--- config.mk ---
export PLATFORM = sky130hd
export DESIGN_NAME = sensor_scan_ctrl
export DESIGN_NICKNAME = d
export VERILOG_FILES = /design/src/rtl/sensor_scan_ctrl.sv
export SDC_FILE = /design/constraint.sdc
export NUM_CORES = 1
export LEC_CHECK = 0
export ABC_CLOCK_PERIOD_IN_PS = 4500
export CELL_PAD_IN_SITES_DETAIL_PLACEMENT = 2
export CELL_PAD_IN_SITES_GLOBAL_PLACEMENT = 2
export CORE_MARGIN = 4
export CORE_UTILIZATION = 35
export DETAILED_ROUTE_END_ITERATION = 10
export GPL_ROUTABILITY_DRIVEN = 0
export HOLD_SLACK_MARGIN = 0.12
export PLACE_DENSITY_LB_ADDON = 0.1
export SLEW_MARGIN = 20
export SYNTH_ARGS = -nofsm -noshare
export SYNTH_HDL_FRONTEND = slang
export SYNTH_SLANG_ARGS = --single-unit
--- constraint.sdc ---
create_clock -name clk -period 4.5 [get_ports clk]
set_input_delay 0.9 -clock clk [delete_from_list [all_inputs] [get_ports clk]]
set_output_delay 0.9 -clock clk [all_outputs]
set_load 0.05 [all_outputs]
--- src/rtl/sensor_scan_ctrl.sv ---
// rtl/sensor_scan_ctrl.sv - time-multiplexed sensor bank scanner with per-bank consecutive-error alarm
//
// Steps bank_sel across NUM_BANKS sensor banks (two cycles per bank: SETTLE, then SAMPLE),
// evaluates each 4-bit sensor word with the error rule, and raises a held alarm once a bank
// produces ERR_THRESH consecutive erroring samples. The alarm holds until alarm_ack.
//
// Ports:
//   clk         system clock, rising edge
//   n_rst       asynchronous active-low reset
//   enable      level, 1 = keep scanning
//   sensors     sensor word of the currently selected bank (mux output)
//   alarm_ack   acknowledge from the fault handler, only honoured in ALARM
//   bank_sel    bank mux select
//   error_now   error result of the most recent sample
//   alarm       high while in ALARM
//   alarm_bank  bank that raised the alarm
//   scan_done   one-cycle pulse when the last bank is sampled without alarm
//   busy        high in any state other than IDLE
module sensor_scan_ctrl #(
    parameter int NUM_BANKS  = 4,
    parameter int ERR_THRESH = 3,
    localparam int BW = (NUM_BANKS > 1) ? $clog2(NUM_BANKS) : 1
) (
    input  logic          clk,
    input  logic          n_rst,
    input  logic          enable,
    input  logic [3:0]    sensors,
    input  logic          alarm_ack,
    output logic [BW-1:0] bank_sel,
    output logic          error_now,
    output logic          alarm,
    output logic [BW-1:0] alarm_bank,
    output logic          scan_done,
    output logic          busy
);

    localparam int            CW     = $clog2(ERR_THRESH + 1);
    localparam logic [CW-1:0] THRESH = CW'(ERR_THRESH);
    localparam logic [BW-1:0] LAST   = BW'(NUM_BANKS - 1);

    typedef enum logic [1:0] {IDLE, SETTLE, SAMPLE, ALARM} state_t;

    state_t        r_state;
    logic [CW-1:0] r_cnt [NUM_BANKS];
    logic [BW-1:0] r_bank_sel;
    logic [BW-1:0] r_alarm_bank;
    logic          r_error_now;
    logic          r_alarm;
    logic          r_scan_done;
    logic          r_busy;

    logic          w_err;
    logic [CW-1:0] w_cnt_cur;
    logic [CW-1:0] w_cnt_upd;
    logic [BW-1:0] w_bank_nxt;

    assign w_err      = sensors[0] | (sensors[1] & sensors[2]) | (sensors[1] & sensors[3]);
    assign w_cnt_cur  = r_cnt[r_bank_sel];
    // Saturating consecutive-error count; any clean sample restarts the run.
    assign w_cnt_upd  = !w_err                ? '0 :
                        (w_cnt_cur == THRESH) ? w_cnt_cur :
                                                w_cnt_cur + CW'(1);
    assign w_bank_nxt = (r_bank_sel == LAST) ? '0 : r_bank_sel + BW'(1);

    always_ff @(posedge clk or negedge n_rst) begin
        if (!n_rst) begin
            r_state      <= IDLE;
            r_bank_sel   <= '0;
            r_alarm_bank <= '0;
            r_error_now  <= 1'b0;
            r_alarm      <= 1'b0;
            r_scan_done  <= 1'b0;
            r_busy       <= 1'b0;
            for (int i = 0; i < NUM_BANKS; i++) begin
                r_cnt[i] <= '0;
            end
        end else begin
            r_scan_done <= 1'b0;
            case (r_state)
                IDLE: begin
                    if (enable) begin
                        r_state <= SETTLE;
                        r_busy  <= 1'b1;
                    end
                end
                SETTLE: begin
                    r_state <= SAMPLE;
                end
                SAMPLE: begin
                    r_error_now         <= w_err;
                    r_cnt[r_bank_sel]   <= w_cnt_upd;
                    if (w_cnt_upd == THRESH) begin
                        // bank_sel stays on the offending bank while alarmed
                        r_state      <= ALARM;
                        r_alarm      <= 1'b1;
                        r_alarm_bank <= r_bank_sel;
                    end else begin
                        r_bank_sel  <= w_bank_nxt;
                        r_scan_done <= (r_bank_sel == LAST);
                        r_state     <= enable ? SETTLE : IDLE;
                        r_busy      <= enable;
                    end
                end
                ALARM: begin
                    // enable is deliberately ignored until the handler acknowledges
                    if (alarm_ack) begin
                        r_alarm             <= 1'b0;
                        r_cnt[r_alarm_bank] <= '0;
                        r_bank_sel          <= w_bank_nxt;
                        r_state             <= enable ? SETTLE : IDLE;
                        r_busy              <= enable;
                    end
                end
                default: begin
                    r_state <= IDLE;
                    r_busy  <= 1'b0;
                end
            endcase
        end
    end

    assign bank_sel   = r_bank_sel;
    assign error_now  = r_error_now;
    assign alarm      = r_alarm;
    assign alarm_bank = r_alarm_bank;
    assign scan_done  = r_scan_done;
    assign busy       = r_busy;

endmodule

After elaboration in Yosys (flattened, before gate mapping) --
Cells that the tools add are included.
Operators by class: multiplexer cells 30, reduce and logical (&&, ||, !) cells 11, eq/ne operators 10, bitwise operators 8, $lt $le $gt $ge 4, add/sub/neg operators 2
Operators by type and width (count):
- two-way mux 2 bit | 12
- one-hot mux 8 bit (2 select lines) | 1
- equality test 2 bit, second input constant | 5
- AND 8 bit | 1
- bitwise mux 8 bit | 1
- demux 2 bit (select 2 bit) | 2
- two-way mux 1 bit | 8
- two-way mux 8 bit | 1
- != test 2 bit, second input constant | 4
- inverter 8 bit | 1
- one-hot mux 2 bit (4 select lines) | 1
- greater-or-equal comparator 3 bit, second input constant | 2
- < comparator 3 x 1 -> 1 bit, second input constant | 2
- inverter 2 -> 3 bit | 2
- AND reduction 2 bit | 3
- AND reduction 3 bit | 2
- adder 2 x 1 -> 2 bit, second input constant | 2
- binary-select mux 2 bit (select 2 bit) | 1
- one-hot mux 2 bit (2 select lines) | 1
- AND reduction 4 bit | 1
- one-hot mux 1 bit (3 select lines) | 1
- nonzero test 3 bit | 1
- AND 1 bit | 2
- equality test 2 x 1 -> 1 bit, second input constant | 1
- other kinds (5) | 7
Word-level totals: logic and storage cells 76, input bits 8, output and inout port bits 8, flip-flop bits (word level) 18

Longest topological paths before layout --
Gate-level depths: netlist (run 1).
word-level depth 10, mapped depth 6, mapped depth without buffers 6

Worst setup path before layout (run 1) --
No wires, ideal clock.
path kind flip-flop to flip-flop, start register r_bank_sel[0] (netlist: bank_sel[0]), end register r_bank_sel[1] (netlist: bank_sel[1]), period minus slack after synthesis 2093 ps, data required time 4372 ps, library setup time 128 ps, arrival 1965 ps, path buffers 0, stages on the path, launching flop included 5, slack 2407 ps, cell sequence dfrtp_1 -> mux4_2 -> o211a_1 -> nor2_2 -> mux2_1
Between the ends: cells in the longest elaborated chain, start to end 10, elaborated cells on any way between the ends 17, classes of those cells add/sub (2); eq/ne (4); mux (9); bitwise (1); reduce/logical (1)
RTL lines:
- from (decl) | line 45 | logic [BW-1:0] r_bank_sel;
- from (signal assigned) | line 98 | r_bank_sel <= w_bank_nxt;
- from (signal assigned) | line 109 | r_bank_sel <= w_bank_nxt;
- inverter 2 -> 3 bit (implied by the code) | line 58 | assign w_cnt_cur = r_cnt[r_bank_sel];
- binary-select mux 2 bit (select 2 bit) | line 58
- two-way mux 2 bit (implied by the code) (2 in series) | line 58
- adder 2 x 1 -> 2 bit or equality test 2 bit (tied branches) | line 62, 61
- two-way mux 2 bit | line 61 | (w_cnt_cur == THRESH) ? w_cnt_cur :
- two-way mux 2 bit | line 60 | assign w_cnt_upd = !w_err ? '0 :
- equality test 2 bit | line 92 | if (w_cnt_upd == THRESH) begin
- != test 2 bit (no line)
- AND reduction 3 bit (no line)
Several ways; a longest one is shown, not always the timed one. The select of a mux whose other input is x is not followed. A chain may end at the register's enable or synchronous reset.

Final worst setup path (run 1) --
start register r_bank_sel[0] (netlist: bank_sel[0]), end output port bank_sel[0]
RTL lines:
- to (decl) | line 29 | output logic [BW-1:0] bank_sel,
No word-level cell between the ends.

==> results of run 1 <==
[registers in the layout (all words and copies together), names as in the netlist]
register / flops
r_cnt: 8
alarm_bank: 2
scan_done: 1
r_state: 2
alarm: 1
bank_sel: 2
error_now: 1
busy: 1
[layout by cell type, fill, tap and decap left out, types with 2 or more instances in the layout]
master and instances:
a32oi_1 2, mux4_2 2, inv_1 7, o21ai_0 7
clkbuf_4 3, nor2_1 3, a41oi_1 2, a22o_1 2
nor2b_1 4, clkdlybuf4s50_1 15, ha_1 8, nand2b_1 2
a22oi_1 2, a32o_1 6, nand2_1 4, dfrtp_1 18
[metal layers]
| layer | track usage, % | vias up | wire length [um] |
|---|---|---|---|
| met3 | 4.043 | 6 | 87 |
| met5 | 0 | - | 0 |
| met1 | 21.47 | 411 | 1221 |
| li1 | - | 368 | - |
| met4 | 8.359 | 0 | 74 |
| met2 | 29.92 | 13 | 1383 |
[worst reg2reg max path: stages (launching register included)]
cell     delay [ns]
dfrtp_1        0.43
inv_1          0.12
ha_1           0.36
nor2b_1        0.36
nor2b_1        0.50
a32o_1         0.27
[through the flow]
step                utilization (%)  power [uW]  hold slack, ns
floorplan                         -       618.5          0.4605
global placement              45.18       758.2          0.4760
detailed placement            45.18       779.2          0.4874
CTS                           46.59       890.7          0.5130
global route                  46.59       948.9          0.5205
finish                        46.59       881.5          0.5103
[kinds of logic (layout without fill, tap and decap cells)]
family,after synthesis,in the layout,share of synthesized area (%)
AO/OA/AOI/OAI,30,30,23.63
multiplexers,3,3,5.747
buffers and inverters,9,26,3.449
AND/OR/NAND/NOR,20,20,10.98
flip-flops,18,18,45.98
adder cells (fa/ha/maj),8,8,10.22
[path summary, 6_finish.rpt]
path                                   from           to  cells after the start
worst max-delay path            bank_sel[0]  bank_sel[0]                      1
worst min-delay path               r_cnt[5]     r_cnt[5]                      1
min in group asynchronous             n_rst         busy                      1
max in group asynchronous             n_rst  bank_sel[0]                      1
worst min register to register     r_cnt[5]     r_cnt[5]                      1
worst max register to register   r_state[0]     r_cnt[7]                      5
[power by group through the flow]
| stage | Sequential [uW] | Combinational, uW | Clock (uW) |
|---|---|---|---|
| floorplan | 371 | 248 | 0 |
| global placement | 292 | 466 | 0 |
| detailed placement | 297 | 482 | 0 |
| CTS | 292 | 490 | 108 |
| global route | 302 | 531 | 115 |
| finish | 291 | 486 | 104 |
[layout make-up]
cell class,count,area [um2],area share (%)
repair buffers,15,150.1,12.55
clock buffers,4,36.28,3.033
well taps,30,37.54,3.138
inverters,7,26.28,2.197
flip-flops and latches,18,450.4,37.66
multi-input cells,61,495.5,41.42
==> key figures, run 1 <==
Timing
  – Worst slew pin tran: approximately 0.85 ns
  – Setup violators final: 0
  – Slew headroom: 43.37%
  – Setup Skew: roughly 0.00045 ns
  – Max Clock Freq: 383.3 MHz
  – Setup TNS: 0 ns
  – Period utilization: 57.98%
  – Setup ws final: 1.891 ns
  – Post-layout min period: 2.609 ns
  – Pins Over Slew Limit: 0
  – Fin. Hold Viols: 0
  – RSZ-0062 raised after global routing: false

Finish
  – Fin nets: between 100 and 150
  – Share of cells above drive strength 1: 7.619%
  – Fin cells: 135
  – Area Growth Syn to Fin: 22.09%
  – # diodes: 0
  – Final Cell Area: about 1200 um2
  – Filler cell count: 287

Clocking
  – CTS clk-pin slew, worst paths: around 0.11 ns
  – Clock buffer depth: 2
  – CTS Sinks: 18
  – CTS root buffer: clkbuf_4
  – TritonCTS clock tree: built
  – CTS buffer count: 3
  – Hold_buf cts: 0
  – Post-CTS Setup Bufs: 0
  – CTS H-Tree Depth: 1
  – Cts repair resizes: 0
  – Worst-skew pair later-pin latency: between 0.3 and 0.4 ns

Synthesis
  – Main synth FF type: dfrtp_1
  – Syn_nets: 104
  – Cell with the most instances after synthesis: dfrtp_1
  – Synth top cells by count: dfrtp_1, ha_1, inv_1, o21ai_0, a32o_1
  – Syn Inst Count: 88
  – Post-synth ARST share: 100.0%
  – Share of the synthesized area in the top cell type: 45.98%
  – Number of flops mapped to enable cells by yosys: 0
  – Share of the yosys chip area belonging to registers: around 46%
  – Mapped Avg Cell Area: 11.13 um2
  – Yosys reg bits: 18
  – Yosys warning total: 0
  – Area contributors post-synth: dfrtp_1, ha_1, a32o_1
  – Mapped cell area: a little under 1000 um2
  – Leading area contributor after synthesis: dfrtp_1
  – Distinct cells, synth: 32

Placement
  – Placed cell areas: 1160 um2
  – Post-placement cell count: 131
  – DPL Wire Length: 2.070 mm
  – Input/output buffers: 15
  – Post-place setup slack: 2.002 ns

Pwr
  – Pwr per Cell Area: 737.0 nW/um2
  – Net Sw Power: 412.8 uW
  – Maximum VDD drop: 0.3876 mV
  – Logic pwr share: 55.2%
  – Clock network power share: 11.8%
  – Sw Ratio: 46.83%
  – Leakage: 0.0005368 uW
  – Pint: 468.7 uW
  – Seq pwr share: around a third

Die
  – Die Span X: 60.91 um
  – Die footprint: 3709 um2
  – FP Rows: 18
  – Vert. Die Dim: 60.91 um
  – Area of the core: 2567 um2
  – I/O pins: 16
  – Initial core utilization: 38.16%

Critical path
  – Largest stage delay on the critical path: 0.87 ns
  – CP top delay family: buffers and inverters
  – WP data required: ~3.6 ns
  – CP Max Fanout: 7
  – Slowest cell on the critical path: clkdlybuf4s50_1
  – Worst Path Class, Setup: reg2out
  – R2R Setup Slk: 2.42 ns
  – CP Cell Sequence: clkdlybuf4s50_1
  – Worst EP arrival: roughly 1.7 ns
  – WP buf/inv: 1
  – CP startpoint kind: flop
  – Critical path endpoint category: output port

Worst hold path
  – Min-Delay Path Class: reg2reg

Routing
  – Post-DR vias/cell: 5.911
  – Via count: 798
  – Post-detailed-route count of antenna-violating nets: 0
  – Final wirelength: 2.766 mm
  – Router iterations before antenna repair: 4
  – # DRC: 0
  – Wirelength per Cell: 20.49 um
  – Initial detailed-routing violation count: 12

Global routing
  – Number of global-route vias before repair: approximately 910
  – First-pass GRT wire length: 4.609 mm
  – Antenna violations before repair: 0
  – GRT Residual Overflow: 0
  – GRT Overall Usage: between 10% and 20%
  – Largest net degree at the start of global routing: 19

Status
  – Status: completed

Flow run
  – Max cap viols: 0
Power figures use the tool's default switching activity.
==> run 2, diff against run 1 <==
ABC_CLOCK_PERIOD_IN_PS = 2100   (was 4500)
CORE_UTILIZATION = 30   (was 35)
clock period = 2.1 ns   (was 4.5 ns; I/O delays follow)
==> run 2 against run 1 <==
Critical path depth stayed put. Hold slack got worse by 0.090 ns. Sequential share of layout area is 2.5 points lower. Final area increased by 7.1%. Wire length down 0.58%. Count of clock-buffer cells in the layout did not move. Via count rose by 3.3%. Sequential power grew 100%. Global-route usage decreased by 2.7 points. Utilization down 5.0 points.
==> key figures, run 2 (synthesized netlist as in run 1, its figures left out) <==
Status
  – Status: completed

Critical path
  – CP Cell Sequence: clkdlybuf4s50_1
  – FF-to-FF End: bank_sel[1]
  – CP startpoint kind: flop
  – R2r startpoint: bank_sel[0]
  – R2r worst-path depth: 4
  – CP Max Fanout: 3
  – Worst EP arrival: ~1.5 ns
  – Largest stage delay on the critical path: approximately 0.8 ns
  – WP depth: 1
  – R2R Setup Slk: 0.34 ns
  – Critical path endpoint category: output port
  – Slowest cell on the critical path: clkdlybuf4s50_1
  – CP top delay family: buffers and inverters
  – Worst Path Class, Setup: reg2out
  – WP data required: 1.68 ns
  – Worst Setup SP: alarm
  – WP buf/inv: 1
  – Capture point of the worst path: alarm

Clocking
  – TritonCTS clock tree: built
  – Worst-skew pair later-pin latency: 0.32 ns
  – CTS Sinks: 18
  – CTS H-Tree Depth: 1
  – CTS buffer count: 3
  – CTS clk-pin slew, worst paths: 0.12 ns
  – Clock buffer depth: 2
  – CTS root buffer: clkbuf_4

Die
  – I/O pins: 16
  – Die footprint: approximately 4200 um2
  – Vert. Die Dim: 65.15 um
  – Initial core utilization: 31.83%
  – Die Span X: 65.15 um
  – Area of the core: 3078 um2
  – FP Rows: 20

Finish
  – Max FFs per register: 8
  – # diodes: 0
  – Final Cell Area: 1281 um2
  – Share of cells above drive strength 1: 16.67%
  – Fin nets: 131
  – Most frequent cells in the layout: dfrtp_1, clkdlybuf4s50_1, buf_4
  – Biggest register: r_cnt
  – Area Growth Syn to Fin: 30.78%
  – Leading cell type in the layout, fill and taps excluded: dfrtp_1
  – Final core utilization: a little over two fifths

Placement
  – Placed cell areas: between 1000 and 1500 um2
  – Input/output buffers: 15
  – DPL Wire Length: 2.125 mm

Pwr
  – Maximum VDD drop: about 0.74 mV
  – Leakage: about 0.00062 uW
  – Pwr per Cell Area: about 1500 nW/um2

Routing
  – Post-detailed-route count of antenna-violating nets: 0
  – Router iterations before antenna repair: 4
  – Initial detailed-routing violation count: 20
  – Wirelength per Cell: 17.41 um
  – Post-DR vias/cell: 5.215
  – # DRC: 0
  – Via count: 824
  – Final wirelength: ~2.8 mm

Timing
  – Pins Over Slew Limit: 0
  – Slew headroom: 66.56%
  – Setup TNS: 0 ns
  – Fin. Hold Viols: 0
  – Setup Skew: 0.01232 ns
  – Worst slew pin tran: 0.5007 ns
  – RSZ-0062 raised after global routing: false
  – Max Clock Freq: 520.4 MHz
  – Post-layout min period: 1.921 ns
  – Setup violators final: 0
  – Period utilization: 91.50%

Global routing
  – Largest net degree at the start of global routing: 19
  – Antenna violations before repair: 0
  – GRT Residual Overflow: 0
  – First-pass GRT wire length: 4.802 mm
  – GRT Overall Usage: 15.07%
  – Number of global-route vias before repair: 918

Worst hold path
  – Min-Delay Path Class: in2async

Flow run
  – Max cap viols: 0
-- run 2: power breakdown --
group	internal (uW)	switching [uW]	total [uW]
Sequential	485	109	594
Clock	106	127	233
Combinational	467	671	1140
Total	1060	906	1960
-- run 2: worst min path at each step --
stage | startpoint | to | slack, ns | depth (start not counted)
detailed placement | r_cnt[3] | r_cnt[3] | 0.49 | 1
global placement | r_cnt[6] | r_cnt[6] | 0.48 | 1
global route | n_rst | error_now | 0.44 | 2
CTS | n_rst | error_now | 0.43 | 2
finish | n_rst | error_now | 0.42 | 2
floorplan | n_rst | alarm | 0.12 | 0
-- run 2: worst reg2reg max path, stage by stage, from the launching register on --
cell,delay [ns]
dfrtp_1,0.39
mux4_2,0.59
o211a_1,0.21
nor2_2,0.15
mux2_1,0.32
-- run 2: through the flow --
step / hold WS, ns / setup WS [ns] / cells / total power, uW
after floorplan: 0.1244 / 0.007332 / 88 / 1325
after global placement: 0.4839 / 0.2195 / 154 / 1706
after detailed placement: 0.4860 / 0.1872 / 154 / 1740
after CTS: 0.4338 / 0.04963 / 158 / 1979
after global routing: 0.4421 / 0.1195 / 158 / 2122
final: 0.4207 / 0.1786 / 158 / 1965
-- run 2: cell type report --
type,instances,area (um2)
Fill cell,347,1797
Multi-Input combinational cell,61,495.5
Sequential cell,18,450.4
Timing Repair Buffer,24,217.7
Tap cell,44,55.05
Clock buffer,4,36.28
Inverter,7,26.28
-- run 2: metal layers --
layer | GRT usage [%] | vias up | routed length (um)
met5 | 0 | - | 0
met4 | 6.218 | 0 | 53
met3 | 2.735 | 5 | 102
met2 | 23.88 | 17 | 1322
met1 | 20.28 | 421 | 1272
li1 | - | 381 | -
-- run 2: what timing repair did --
item	4_1_cts	5_1_grt
resized for setup	0	2
setup buffers	0	0
setup endpoints to repair	0	2
hold buffers	0	0
==> run 3, diff against run 2 <==
ABC_CLOCK_PERIOD_IN_PS = 1870   (was 2100)
CORE_UTILIZATION = 33   (was 30)
clock period = 1.87 ns   (was 2.1 ns; I/O delays follow)
==> run 3 against run 2 <==
Total power is 11% higher. Combinational power is 8% higher. Final area is 2.8% lower. Cell count is 8.9% lower. Sequential share of layout area is 1.1 points higher. Critical path depth stayed put. Hold slack worse by 0.034 ns. Die area is 8.0% lower. Setup slack worse by 0.13 ns. Wire length is 1.7% lower. Critical endpoint is now scan_done. Non-clock buffer count is 1 lower. Flip-flop and latch count stayed put. Largest power group unchanged.
==> key figures, run 3 (synthesized netlist as in run 1, its figures left out) <==
Timing
  – Setup violators final: 0
  – RSZ-0062 raised after global routing: false
  – Fin. Hold Viols: 0
  – Max Clock Freq: approximately 550 MHz
  – Post-layout min period: 1.818 ns
  – Setup Skew: roughly 0.011 ns
  – Worst slew pin tran: approximately 0.5 ns
  – Period utilization: 97.20%
  – Slew headroom: 67.20%
  – Pins Over Slew Limit: 0
  – Hold WS: 0.3866 ns

Critical path
  – CP Max Fanout: 1
  – CP Cell Sequence: clkdlybuf4s50_1
  – WP depth: 1
  – WP buf/inv: 1
  – Worst Path Class, Setup: reg2out
  – CP startpoint kind: flop
  – R2r worst-path depth: 4
  – CP top delay family: buffers and inverters
  – Critical path endpoint category: output port
  – Slowest cell on the critical path: clkdlybuf4s50_1
  – WP data required: 1.50 ns
  – Worst EP arrival: 1.44 ns
  – Largest stage delay on the critical path: 0.79 ns

Placement
  – Post-placement cell count: 140
  – DPL Wire Length: about 2.2 mm
  – Input/output buffers: 15

Routing
  – Initial detailed-routing violation count: 27
  – Post-DR vias/cell: 5.715
  – Wirelength per Cell: 18.77 um
  – Met2 WL post-DR: 1.295 mm
  – Via count: 823
  – Post-detailed-route count of antenna-violating nets: 0
  – Router iterations before antenna repair: 4
  – Final wirelength: roughly 2.7 mm
  – Max layer used: met4
  – Wire length on met3: 96 um
  – # DRC: 0
  – Met1 wire length: 1.266 mm

Finish
  – Final core utilization: about 44%
  – Fin nets: 130
  – Most frequent cells in the layout: dfrtp_1, buf_4, ha_1, clkdlybuf4s50_1
  – Share of cells above drive strength 1: 22.12%
  – Biggest register: r_cnt
  – Max FFs per register: 8
  – Storage element area: 451.7 um2
  – Area Growth Syn to Fin: 27.07%
  – Filler cell count: approximately 300
  – Multi-input logic area: 499.2 um2
  – Leading cell type in the layout, fill and taps excluded: dfrtp_1
  – Fin cells: 144
  – # diodes: 0

Pwr
  – Pwr per Cell Area: 1750 nW/um2
  – Maximum VDD drop: 0.5906 mV
  – Leakage: approximately 0.0006 uW
  – PnR Total Power: roughly 2200 uW

Global routing
  – GRT Residual Overflow: 0
  – GRT Overall Usage: 15.88%
  – Number of global-route vias before repair: 906
  – Antenna violations before repair: 0
  – First-pass GRT wire length: between 4 and 5 mm
  – Largest net degree at the start of global routing: 19

Status
  – Status: completed

Clocking
  – Hold_buf cts: 0
  – CTS root buffer: clkbuf_4
  – Clock buffer depth: 2
  – TritonCTS clock tree: built
  – CTS clk-pin slew, worst paths: 0.12 ns
  – CTS buffer count: 3
  – Post-CTS Setup Bufs: 0
  – Cts repair resizes: 0
  – Worst-skew pair later-pin latency: between 0.3 and 0.4 ns
  – CTS Sinks: 18
  – CTS H-Tree Depth: 1

Die
  – I/O pins: 16
  – Die footprint: 3904 um2
  – Vert. Die Dim: 62.49 um
  – Die Span X: 62.49 um
  – FP Rows: 19
  – Initial core utilization: 34.92%
  – Area of the core: 2805 um2

Flow run
  – Max cap viols: 0

Worst hold path
  – Min-Delay Path Class: in2async
## run 3: changes by cell type in the layout (fill, tap and decap cells not counted)
cell	change
dfrtp_2	+1
dlymetal6s2s_1	-2
mux2_4	+1
dfrtp_1	-1
clkdlybuf4s50_1	-3
buf_4	+4
mux2_1	-1
## run 3: power breakdown
part	switching [uW]	total, uW	internal (uW)
registers	152	698	547
clock network	134	253	119
logic	715	1230	513
## run 3: routing by layer
metal,vias up,global-route usage [%]
li1,384,-
met1,422,19.53
met2,13,26.36
met3,4,3.417
met4,0,7.438
met5,-,0
## run 3: final timing paths
kind                             start     endpoint  slack (ns)
setup / recovery             scan_done    scan_done        0.05
hold / removal                   n_rst    error_now        0.39
setup reg to reg           bank_sel[0]  bank_sel[1]        0.10
hold reg to reg               r_cnt[4]     r_cnt[4]        0.51
max in group asynchronous        n_rst  bank_sel[0]        1.26
min in group clk              r_cnt[4]     r_cnt[4]        0.51
## run 3: final cells by class
| class | instances | area share [%] |
|---|---|---|
| tap | 31 | 3.116 |
| sequential | 18 | 36.28 |
| multi-input combinational | 61 | 40.10 |
| clock buffer | 4 | 2.915 |
| timing repair buffer | 23 | 15.48 |
| inverter | 7 | 2.111 |
## run 3: stage by stage
step	worst slack, ns	TNS, ns	cell area [um2]
final	0.05233	0	1245
after global routing	0.001476	0	1245
after CTS	0.03925	0	1245
after floorplan	-0.004090	-0.004090	984.7
after global placement	0.07061	0	1209
after detailed placement	0.02068	0	1209
